[config.mk]
export PLATFORM = sky130hd
export DESIGN_NAME = alu_mc
export DESIGN_NICKNAME = d
export VERILOG_FILES = /design/src/rtl/alu_mc.sv
export SDC_FILE = /design/constraint.sdc
export NUM_CORES = 1
export LEC_CHECK = 0
export ABC_CLOCK_PERIOD_IN_PS = 4400
export CAP_MARGIN = 20
export CORE_ASPECT_RATIO = 0.8
export CORE_MARGIN = 10
export CORE_UTILIZATION = 55
export CTS_BUF_LIST = sky130_fd_sc_hd__clkbuf_4 sky130_fd_sc_hd__clkbuf_8 sky130_fd_sc_hd__clkbuf_16
export DETAILED_ROUTE_END_ITERATION = 8
export PLACE_DENSITY = 0.79
export SYNTH_ARGS = -nofsm -noshare
export SYNTH_HDL_FRONTEND = slang
export SYNTH_SLANG_ARGS = --single-unit
[constraint.sdc]
create_clock -name clk -period 4.4 [get_ports clk]
set_input_delay 0.44 -clock clk [delete_from_list [all_inputs] [get_ports clk]]
set_output_delay 0.44 -clock clk [all_outputs]
set_load 0.05 [all_outputs]
[src/rtl/alu_mc.sv]
// rtl/alu_mc.sv - multi-cycle ALU: single-cycle logic/arith ops, iterative shifts and shift-add multiply
module alu_mc #(
    parameter  int WIDTH = 32,
    localparam int SHW   = $clog2(WIDTH)
) (
    input  logic             clk,
    input  logic             rst,
    input  logic             start,
    input  logic [3:0]       op,
    input  logic [WIDTH-1:0] A,
    input  logic [WIDTH-1:0] B,
    output logic             busy,
    output logic             done,
    output logic [WIDTH-1:0] res,
    output logic             zero,
    output logic             overflow,
    output logic             carry
);

    localparam logic [3:0] OP_AND  = 4'b0000;
    localparam logic [3:0] OP_OR   = 4'b0001;
    localparam logic [3:0] OP_ADD  = 4'b0010;
    localparam logic [3:0] OP_XOR  = 4'b0011;
    localparam logic [3:0] OP_NOR  = 4'b0100;
    localparam logic [3:0] OP_SRL  = 4'b0101;
    localparam logic [3:0] OP_SUB  = 4'b0110;
    localparam logic [3:0] OP_SLT  = 4'b0111;
    localparam logic [3:0] OP_SLL  = 4'b1000;
    localparam logic [3:0] OP_SRA  = 4'b1001;
    localparam logic [3:0] OP_SLTU = 4'b1010;
    localparam logic [3:0] OP_MULU = 4'b1011;

    typedef enum logic [1:0] {
        S_IDLE = 2'd0,
        S_RUN  = 2'd1,
        S_DONE = 2'd2
    } state_t;

    state_t               r_state;
    state_t               w_next;
    logic [3:0]           r_op;
    logic [SHW:0]         r_cnt;
    logic [2*WIDTH-1:0]   r_acc;
    logic [WIDTH-1:0]     r_mcand;
    logic [WIDTH-1:0]     r_res;
    logic                 r_ovf;
    logic                 r_cy;
    logic                 r_valid;

    logic                 w_accept;
    logic                 w_is_shift;
    logic                 w_multi;
    logic [SHW-1:0]       w_s;
    logic [WIDTH:0]       w_add;
    logic [WIDTH-1:0]     w_sub;
    logic [WIDTH-1:0]     w_sc_res;
    logic                 w_sc_ovf;
    logic                 w_sc_cy;
    logic [2*WIDTH-1:0]   w_acc_nx;
    logic [WIDTH:0]       w_psum;
    logic                 w_out_bit;
    logic                 w_last;

    assign w_s        = A[SHW-1:0];
    assign w_accept   = start && (r_state != S_RUN);
    assign w_is_shift = (op == OP_SRL) || (op == OP_SLL) || (op == OP_SRA);
    assign w_multi    = (w_is_shift && (w_s != '0)) || (op == OP_MULU);
    assign w_add      = {1'b0, A} + {1'b0, B};
    assign w_sub      = A - B;
    assign w_last     = (r_cnt == (SHW+1)'(1));

    // Shifts with s=0 fall through here and simply pass B.
    always_comb begin
        w_sc_res = '0;
        w_sc_ovf = 1'b0;
        w_sc_cy  = 1'b0;
        case (op)
            OP_AND:  w_sc_res = A & B;
            OP_OR:   w_sc_res = A | B;
            OP_XOR:  w_sc_res = A ^ B;
            OP_NOR:  w_sc_res = ~(A | B);
            OP_ADD: begin
                w_sc_res = w_add[WIDTH-1:0];
                w_sc_cy  = w_add[WIDTH];
                w_sc_ovf = (A[WIDTH-1] == B[WIDTH-1]) && (w_add[WIDTH-1] != A[WIDTH-1]);
            end
            OP_SUB: begin
                w_sc_res = w_sub;
                w_sc_cy  = (A < B);
                w_sc_ovf = (A[WIDTH-1] != B[WIDTH-1]) && (w_sub[WIDTH-1] != A[WIDTH-1]);
            end
            OP_SLT:  w_sc_res = {{(WIDTH-1){1'b0}}, ($signed(A) < $signed(B))};
            OP_SLTU: w_sc_res = {{(WIDTH-1){1'b0}}, (A < B)};
            OP_SRL, OP_SLL, OP_SRA: w_sc_res = B;
            default: w_sc_res = '0;
        endcase
    end

    // One iteration step: a single-bit shift, or one shift-add of the multiplier.
    always_comb begin
        w_acc_nx  = r_acc;
        w_out_bit = 1'b0;
        w_psum    = '0;
        case (r_op)
            OP_SRL: begin
                w_acc_nx  = {{WIDTH{1'b0}}, 1'b0, r_acc[WIDTH-1:1]};
                w_out_bit = r_acc[0];
            end
            OP_SRA: begin
                w_acc_nx  = {{WIDTH{1'b0}}, r_acc[WIDTH-1], r_acc[WIDTH-1:1]};
                w_out_bit = r_acc[0];
            end
            OP_SLL: begin
                w_acc_nx  = {{WIDTH{1'b0}}, r_acc[WIDTH-2:0], 1'b0};
                w_out_bit = r_acc[WIDTH-1];
            end
            OP_MULU: begin
                w_psum   = {1'b0, r_acc[2*WIDTH-1:WIDTH]} + (r_acc[0] ? {1'b0, r_mcand} : '0);
                w_acc_nx = {w_psum, r_acc[WIDTH-1:1]};
            end
            default: w_acc_nx = r_acc;
        endcase
    end

    always_ff @(posedge clk or posedge rst) begin
        if (rst) r_state <= S_IDLE;
        else     r_state <= w_next;
    end

    always_comb begin
        w_next = r_state;
        case (r_state)
            S_IDLE: if (w_accept) w_next = w_multi ? S_RUN : S_DONE;
            S_RUN:  if (w_last)   w_next = S_DONE;
            S_DONE: begin
                if (w_accept) w_next = w_multi ? S_RUN : S_DONE;
                else          w_next = S_IDLE;
            end
            default: w_next = S_IDLE;
        endcase
    end

    always_comb begin
        busy = (r_state == S_RUN);
        done = (r_state == S_DONE);
    end

    always_ff @(posedge clk or posedge rst) begin
        if (rst) begin
            r_op    <= '0;
            r_cnt   <= '0;
            r_acc   <= '0;
            r_mcand <= '0;
            r_res   <= '0;
            r_ovf   <= 1'b0;
            r_cy    <= 1'b0;
            r_valid <= 1'b0;
        end else if (w_accept) begin
            r_op    <= op;
            r_mcand <= A;
            r_acc   <= {{WIDTH{1'b0}}, B};
            if (w_multi) begin
                r_cnt <= (op == OP_MULU) ? (SHW+1)'(WIDTH) : {1'b0, w_s};
            end else begin
                r_cnt   <= '0;
                r_res   <= w_sc_res;
                r_ovf   <= w_sc_ovf;
                r_cy    <= w_sc_cy;
                r_valid <= 1'b1;
            end
        end else if (r_state == S_RUN) begin
            r_acc <= w_acc_nx;
            r_cnt <= r_cnt - (SHW+1)'(1);
            if (w_last) begin
                r_res   <= w_acc_nx[WIDTH-1:0];
                r_ovf   <= 1'b0;
                r_cy    <= (r_op == OP_MULU) ? (|w_acc_nx[2*WIDTH-1:WIDTH]) : w_out_bit;
                r_valid <= 1'b1;
            end
        end
    end

    // r_valid keeps zero low after reset until a result has actually been produced.
    assign res      = r_res;
    assign overflow = r_ovf;
    assign carry    = r_cy;
    assign zero     = r_valid && (r_res == '0);

endmodule

## Word level (Yosys, flattened, before mapping)

Index checks and enable logic that the tools add are counted.

- Memory bits (writable): 0
- Output and inout bits: 37
- Bits in latches: 0
- Memory bits (read-only): 0
- Register bits: 143
- Memories: 0

- Mux-type cells: 34
- Equal/unequal tests: 26
- $lt $le $gt $ge: 2
- $mul: 0
- Divide/modulo/power cells: 0
- Reductions and logical operators: 19
- Add/subtract/negate cells: 4
- Shift operators: 0
- Bitwise logic cells: 4

Operator list:

| kind | number |
|---|---|
| $pmux 32 s9 | 1 |
| $pmux 64 s4 | 1 |
| $mux 32 | 5 |
| $mux 64 | 2 |
| $add 32x32->33 | 2 |
| $lt 32x32->1 | 2 |
| $and 32x32->32 | 1 |
| $logic_not 32->1 | 1 |
| $not 32->32 | 1 |
| $or 32x32->32 | 1 |
| $reduce_or 32->1 | 1 |
| $sub 32x32->32 | 1 |
| $xor 32x32->32 | 1 |
| $eq 4x4->1 const B | 7 |
| $mux 6 | 4 |
| $eq 4x3->1 const B | 5 |
| $mux 1 | 13 |
| $eq 4x2->1 const B | 2 |
| $mux 2 | 4 |
| $eq 6x1->1 const B | 1 |
| $pmux 1 s2 | 3 |
| $pmux 2 s3 | 1 |
| $sub 6x1->6 const B | 1 |
| $logic_and 1x1->1 | 5 |
| 16 further kinds | 23 |

## Longest topological paths before layout

Gate-level depths: netlist (run 1).

- Depth after elaboration: 8
- Gate-level depth with buffers: 18
- Gate-level depth less buffers: 16

## Worst setup path before layout (run 1)

OpenSTA, ideal clock, no wires.

- Kind: register to register
- From: register r_acc[0]
- To: register r_cy, in the netlist carry
- Data required time: 4273 ps
- Data arrival time: 3757 ps
- Clock period less this slack: 3884 ps
- Stages on the path, launching flop included: 19
- Setup slack: 516 ps
- Cell sequence: dfrtp_1 clkbuf_1 clkbuf_1 and2_1 ha_1 inv_1 fa_1 nor2b_1 o31a_1 o2111ai_1 a21oi_1 a311oi_1 o31ai_1 xnor2_1 o21ai_1 a2111oi_0 and4_1 and4_1 a31oi_1

- Cells in the longest elaborated chain, start to end: 8

RTL lines:

| element | RTL line | source |
|---|---|---|
| start: declaration | 43 | `logic [2*WIDTH-1:0] r_acc;` |
| start signal: assignment | 161 | `r_acc <= {{WIDTH{1'b0}}, B};` |
| start signal: assignment | 172 | `r_acc <= w_acc_nx;` |
| $mux 32 | 118 | `w_psum = {1'b0, r_acc[2*WIDTH-1:WIDTH]} + (r_acc[0] ? {1'b0, r_mcand} : '0);` |
| $add 32x32->33 | 118 |  |
| $pmux 64 s4 | 104 | `case (r_op)` |
| $reduce_or 32->1 | 177 | `r_cy <= (r_op == OP_MULU) ? (\|w_acc_nx[2*WIDTH-1:WIDTH]) : w_out_bit;` |
| $mux 1 * | 177 |  |
| $mux 1 * | 174 | `if (w_last) begin` |
| $mux 1 * | 171 | `end else if (r_state == S_RUN) begin` |
| $mux 1 * | 158 | `end else if (w_accept) begin` |
| end signal: assignment | 168 | `r_cy <= w_sc_cy;` |
| end signal: assignment | 177 |  |
| end: declaration | 47 | `logic r_cy;` |

Mark *: on every way between the ends. The rest lies on a longest branch, timed or not. The select of a mux whose other input is x is not followed.
A chain may end at the register's enable or synchronous reset.

## Worst setup path in the final report (run 1)

Ends and elaborated chain as after synthesis.

==> results.json, run 1 <==
{
  "outcome": "complete, no violations",
  "syn_nets": 2044,
  "cts.sinks": 143,
  "grt_antenna_before_repair": 3,
  "drtIter0Drc": 1896,
  "grt_max_degree": 99,
  "die_area_sq_um": 32000,
  "num_vias": 15100,
  "dp.cells": 2235,
  "synthFlopType": "dfrtp_1",
  "portBuffers": 107,
  "final_common_cell": "nand2_1",
  "clk_pin_slew_worst_paths_ns": 0.07,
  "vias_per_cell": 6.64,
  "synth_fa_ha_area_share_pct": 12.2,
  "fin_total_pwr_mw": 7.44,
  "synth-simple-area-share_pct": 19.4,
  "layout_setup_ws_ns": 0.274,
  "fin_crit_ns": 4.13,
  "powerDensity_nw_per_um2": 455,
  "worstSetupPathType": "flop to flop",
  "dpl_cell_area_sq_um": 15700,
  "final_hold_viol_count": 0,
  "vdd.ir_drop.worst_uv": 303,
  "synth.avg_cell_area_sq_um": 7.54,
  "wl_mm": 52.7,
  "synth_xor_xnor_area_share_pct": 1.70,
  "dp_slack_ns": -0.0159,
  "io_pins": 108,
  "dp_hpwl_mm": 38.9,
  "final-max-slew-violation-count": 0,
  "numCtsBuffers": 17,
  "setup_viol": 0,
  "synth_warnings": 0,
  "mostFrequentLayoutCells": "271 x nand2_1, 184 x o21ai_0, 150 x a21oi_1",
  "synth_cell_types": 84,
  "tightest_slew_ns": 0.988,
  "fmax_mhz": 242,
  "crit_path_end_kind": "flop",
  "clock_latency_ns": 0.46,
  "tns_ns": 0,
  "postCtsHoldBufs": 0,
  "path_max_fanout": 3,
  "worstPathRequired_ns": 4.73,
  "track_usage_pct": 32.3,
  "synth-compound-area-share_pct": 31.9,
  "rsz0062_at_grt": "no",
  "final_cell_area_sq_um": 16400,
  "ant_nets": 0,
  "start_util_pct": 56.5,
  "chipWidth_microns": 198,
  "arrival_ns": 4.46,
  "synth_area_sq_um": 13900,
  "cts_buffer_depth": 2,
  "std_cell_rows": 51,
  "synthMuxAreaShare_pct": 2.45,
  "fin_util_pct": 66.6,
  "drive_gt1_share_pct": 8.67,
  "synth-edff-count": 0,
  "cap_violations": 0,
  "leakagePower_nw": 7.49,
  "gr-total-overflow": 0,
  "die_y_microns": 162,
  "htree_num_levels": 4,
  "finalCritPeriodShare_pct": 93.8,
  "core_sq_um": 24600,
  "fin_skew_ns": 0.0128,
  "first_pass_iters": 6,
  "relSlewSlack_pct": 34.2,
  "grt_pass1_wl_mm": 81.7,
  "ys_ff_latch": 143,
  "holdWs_ns": 0.468,
  "startpoint_type": "flop",
  "wl_per_cell_microns": 23.3,
  "cts_tree": "done",
  "gp_congestion": 0.991,
  "nets": 2140,
  "post-route-drc-count": 0,
  "finalNonFillerCells": 2268,
  "worstHoldPathType": "flop to flop",
  "postSynth.asyncResetShare_pct": 100,
  "synth_seq_area_share_pct": 25.8,
  "synth_top_family_by_area": "compound AO/OA/AOI/OAI gates",
  "area_delta_synth_final_pct": 17.8,
  "clock-root-buffer": "clkbuf_16",
  "first_global_vias": 14000,
  "syn_inst": 1840
}
worst paths after layout:
path                                      startpoint                       to  slack, ns  cells past startpoint
worst max-delay path            r_acc[0]$_DFFE_PP0P_        carry$_DFFE_PP0P_       0.27                     17
worst min-delay path             r_valid$_DFFE_PP0P_      r_valid$_DFFE_PP0P_       0.47                      1
worst max register to register  r_acc[0]$_DFFE_PP0P_        carry$_DFFE_PP0P_       0.27                     17
worst min register to register   r_valid$_DFFE_PP0P_      r_valid$_DFFE_PP0P_       0.47                      1
max in group asynchronous                        rst  r_mcand[17]$_DFFE_PP0P_       2.95                      3
min in group asynchronous                        rst    r_acc[40]$_DFFE_PP0P_       0.49                      2
per-layer routing:
layer | part of all wire, % | up-vias | track usage, %
li1 | - | 6872 | -
met2 | 42 | 894 | 46.2
met4 | 1.8 | 4 | 8.13
met1 | 44 | 7214 | 46.5
met5 | 0.044 | - | 0
met3 | 12 | 71 | 8.88
critical path, stage by stage (launching register included):
cell and delay, ns:
dfrtp_1 0.42, and2_1 0.16, ha_1 0.21, inv_1 0.08, fa_1 0.24, nor2b_1 0.08
o31a_1 0.25, or2_2 0.31, xor2_1 0.17, a2111o_1 0.46, nor4_4 0.31, nand4_1 0.20
a2111oi_2 0.25, buf_4 0.16, and4_1 0.20, and4_1 0.20, and4_1 0.21, a31oi_1 0.10
power by group:
group / switching (mW) / total, mW / internal, mW / leakage (nW)
Combinational: 2.37 / 3.60 / 1.23 / 5.39
Sequential: 0.465 / 2.18 / 1.71 / 1.78
Clock: 0.658 / 1.66 / 0.999 / 0.312
cell type report:
| type | instances | area, sq um |
|---|---|---|
| inverters | 110 | 419 |
| repair buffers | 203 | 1810 |
| clock buffers | 21 | 468 |
| flip-flops and latches | 143 | 3580 |
| diodes | 1 | 2.50 |
| well taps | 318 | 398 |
| fillers | 2118 | 8210 |
| clock inverters | 11 | 175 |
| multi-input cells | 1461 | 9500 |
cells in the mapped netlist (12+ instances only):
| cell type | n | share of area [%] |
|---|---|---|
| a221oi_1 | 32 | 2.0 |
| nor2_1 | 117 | 3.2 |
| o21ai_0 | 184 | 6.6 |
| and3_1 | 15 | 0.68 |
| nand2_1 | 272 | 7.4 |
| a21o_1 | 38 | 2.1 |
| a221o_1 | 29 | 2.1 |
| nand2b_1 | 18 | 0.81 |
| a211oi_1 | 13 | 0.70 |
| o21bai_1 | 19 | 1.0 |
| a22oi_1 | 43 | 2.3 |
| buf_1 | 12 | 0.32 |
| o22ai_1 | 17 | 0.77 |
| inv_1 | 108 | 2.9 |
| and2_1 | 41 | 1.8 |
| mux2i_1 | 34 | 2.5 |
| a21oi_1 | 151 | 5.4 |
| xor2_1 | 12 | 0.76 |
| o31ai_1 | 12 | 0.65 |
| dfrtp_1 | 143 | 26 |
| nor3_1 | 18 | 0.65 |
| clkbuf_1 | 105 | 2.8 |
| nand4_1 | 17 | 0.77 |
| xnor2_1 | 15 | 0.95 |
| a31oi_1 | 25 | 1.1 |
| ha_1 | 130 | 12 |
| nand3_1 | 47 | 1.7 |
what timing repair did:
action / CTS / global route
gates resized for setup: 0 / 8
hold endpoints to repair: 0 / 0
buffers inserted: 0 / 0
setup endpoints to repair: 0 / 1
registers in the layout (all words and copies together) (netlist names):
register  cells
r_mcand      32
r_state       2
overflow      1
r_op          4
res          32
r_valid       1
r_acc        64
r_cnt         6
carry         1
kinds of logic after synthesis:
family	Yosys count
simple gates	593
fa+ha+maj	133
compound gates	674
flops	143
xor+xnor	27
buf+inv	236
mux	34
(Power assumes the default switching activity.)
==> run 2: changes to the inputs <==
--- a/config.mk
+++ b/config.mk
@@ -12,7 +12,8 @@
 export CORE_UTILIZATION = 55
 export CTS_BUF_LIST = sky130_fd_sc_hd__clkbuf_4 sky130_fd_sc_hd__clkbuf_8 sky130_fd_sc_hd__clkbuf_16
 export DETAILED_ROUTE_END_ITERATION = 8
-export PLACE_DENSITY = 0.79
+export PLACE_DENSITY = 0.85
+export SKIP_LAST_GASP = 1
 export SYNTH_ARGS = -nofsm -noshare
 export SYNTH_HDL_FRONTEND = slang
 export SYNTH_SLANG_ARGS = --single-unit
==> run 2 against run 1 <==
Effect of this change:
- total power shrank 1.8%
- clock-buffer cell count shrank 2
- largest power group unchanged
- cell count down 0.44%
- critical path depth down 2
- sequential cell count did not move
- critical path type is now input pin to flop
- critical endpoint is now res[28]$_DFFE_PP0P_
- clock skew up 0.0044 ns
==> results.json, run 2 (synthesis gave the netlist of run 1 again) <==
{
  "fin_crit_ns": 4.12,
  "crit_slowest_cell": "a2111oi_0",
  "cap_violations": 0,
  "start_util_pct": 56.5,
  "wl_mm": 52.1,
  "htree_num_levels": 4,
  "die_area_sq_um": 32000,
  "worstSetupPathType": "input pin to flop",
  "postCtsHoldBufs": 0,
  "track_usage_pct": 31.4,
  "diodes": 0,
  "gp_congestion": 1.02,
  "setup_viol": 0,
  "die_y_microns": 162,
  "dpl_cell_area_sq_um": 15600,
  "portBuffers": 107,
  "arrival_ns": 4.43,
  "io_pins": 108,
  "crit_chain": "clkdlybuf4s50_1 > ha_1 > fa_1 > a21o_1 > a221o_1 > o221ai_2 > a211oi_1 > buf_4 > a2111oi_0 > o21ai_1 > buf_4 > a41oi_2 > o21ai_0 > a2111oi_0 > o31ai_1",
  "drtIter0Drc": 2236,
  "layout_setup_ws_ns": 0.280,
  "path_max_fanout": 4,
  "finalCritPeriodShare_pct": 93.6,
  "leakagePower_nw": 7.41,
  "clock_latency_ns": 0.45,
  "gr-total-overflow": 0,
  "grt_antenna_before_repair": 0,
  "startpoint_type": "input pin",
  "dp.cells": 2225,
  "final_hold_viol_count": 0,
  "cts.sinks": 143,
  "holdWs_ns": 0.464,
  "multiInputGateArea_sq_um": 9490,
  "clock-root-buffer": "clkbuf_16",
  "post-route-drc-count": 0,
  "wl_per_cell_microns": 23.1,
  "powerDensity_nw_per_um2": 450,
  "final_cell_area_sq_um": 16200,
  "cts_buffer_depth": 2,
  "fmax_mhz": 243,
  "dp_hpwl_mm": 38.1,
  "ant_nets": 0,
  "final-max-slew-violation-count": 0,
  "first_pass_iters": 7,
  "slowest_delay_ns": 0.48,
  "cts_tree": "done",
  "fin_skew_ns": 0.0172,
  "worstPathRequired_ns": 4.71,
  "first_global_vias": 14300,
  "crit_path_end_kind": "flop",
  "final_common_cell": "nand2_1",
  "finalNonFillerCells": 2258,
  "drive_gt1_share_pct": 8.20,
  "mostFrequentLayoutCells": "271 x nand2_1, 184 x o21ai_0, 149 x a21oi_1",
  "relSlewSlack_pct": 26.4,
  "nets": 2131,
  "grt_pass1_wl_mm": 80.6,
  "vias_per_cell": 6.78,
  "regArea_sq_um": 3580,
  "dp_slack_ns": -0.113,
  "chipWidth_microns": 198,
  "outcome": "complete, no violations",
  "area_delta_synth_final_pct": 17.0,
  "nFillCells": 2068,
  "clk_pin_slew_worst_paths_ns": 0.07,
  "grt_max_degree": 83,
  "path_buf_inv": 3,
  "tightest_slew_ns": 1.10,
  "path_delay_family": "compound AO/OA/AOI/OAI gates",
  "largest_reg_flops": 64,
  "vdd.ir_drop.worst_uv": 384,
  "numCtsBuffers": 17,
  "std_cell_rows": 51,
  "num_vias": 15300,
  "worstHoldPathType": "flop to flop",
  "regMostFlops": "r_acc",
  "core_sq_um": 24600
}
-- run 2: report_power, final --
| part | internal, mW | switching (mW) |
|---|---|---|
| logic | 1.19 | 2.29 |
| clock network | 0.938 | 0.688 |
| registers | 1.71 | 0.486 |
-- run 2: worst paths after layout --
check / end / start / cells past startpoint / slack, ns
worst max-delay path: res[28]$_DFFE_PP0P_ / B[0] / 15 / 0.28
worst min-delay path: r_valid$_DFFE_PP0P_ / r_valid$_DFFE_PP0P_ / 1 / 0.46
worst max register to register: carry$_DFFE_PP0P_ / r_acc[0]$_DFFE_PP0P_ / 16 / 0.29
worst min register to register: r_valid$_DFFE_PP0P_ / r_valid$_DFFE_PP0P_ / 1 / 0.46
max in group asynchronous: r_acc[19]$_DFFE_PP0P_ / rst / 3 / 2.90
min in group asynchronous: r_mcand[7]$_DFFE_PP0P_ / rst / 2 / 0.49
-- run 2: cell type report --
class / instances / area share [%]
well taps: 318 / 2.45
clock buffers: 19 / 2.79
multi-input cells: 1461 / 58.5
flip-flops and latches: 143 / 22.0
inverters: 110 / 2.58
clock inverters: 13 / 1.09
repair buffers: 194 / 10.6
-- run 2: through the flow --
stage	setup TNS (ns)	util, %	power, mW
2_1_floorplan	0	-	4.30
3_3_place_gp	0	63.4	5.48
3_5_place_dp	-0.127	63.4	5.57
4_1_cts	0	65.9	7.18
5_1_grt	-0.00169	66.1	7.65
6_report	0	66.1	7.31
-- run 2: layer usage --
| layer | GRT usage (%) | up-vias | share of wire [%] |
|---|---|---|---|
| li1 | - | 6881 | - |
| met1 | 44.5 | 7204 | 42 |
| met2 | 45.5 | 1090 | 41 |
| met3 | 8.08 | 126 | 14 |
| met4 | 10.1 | 0 | 3.1 |
| met5 | 0 | - | 0 |
-- run 2: what timing repair did --
item,in CTS,in global routing
gates resized for setup,0,7
setup buffers,0,1
setup endpoints to repair,0,2
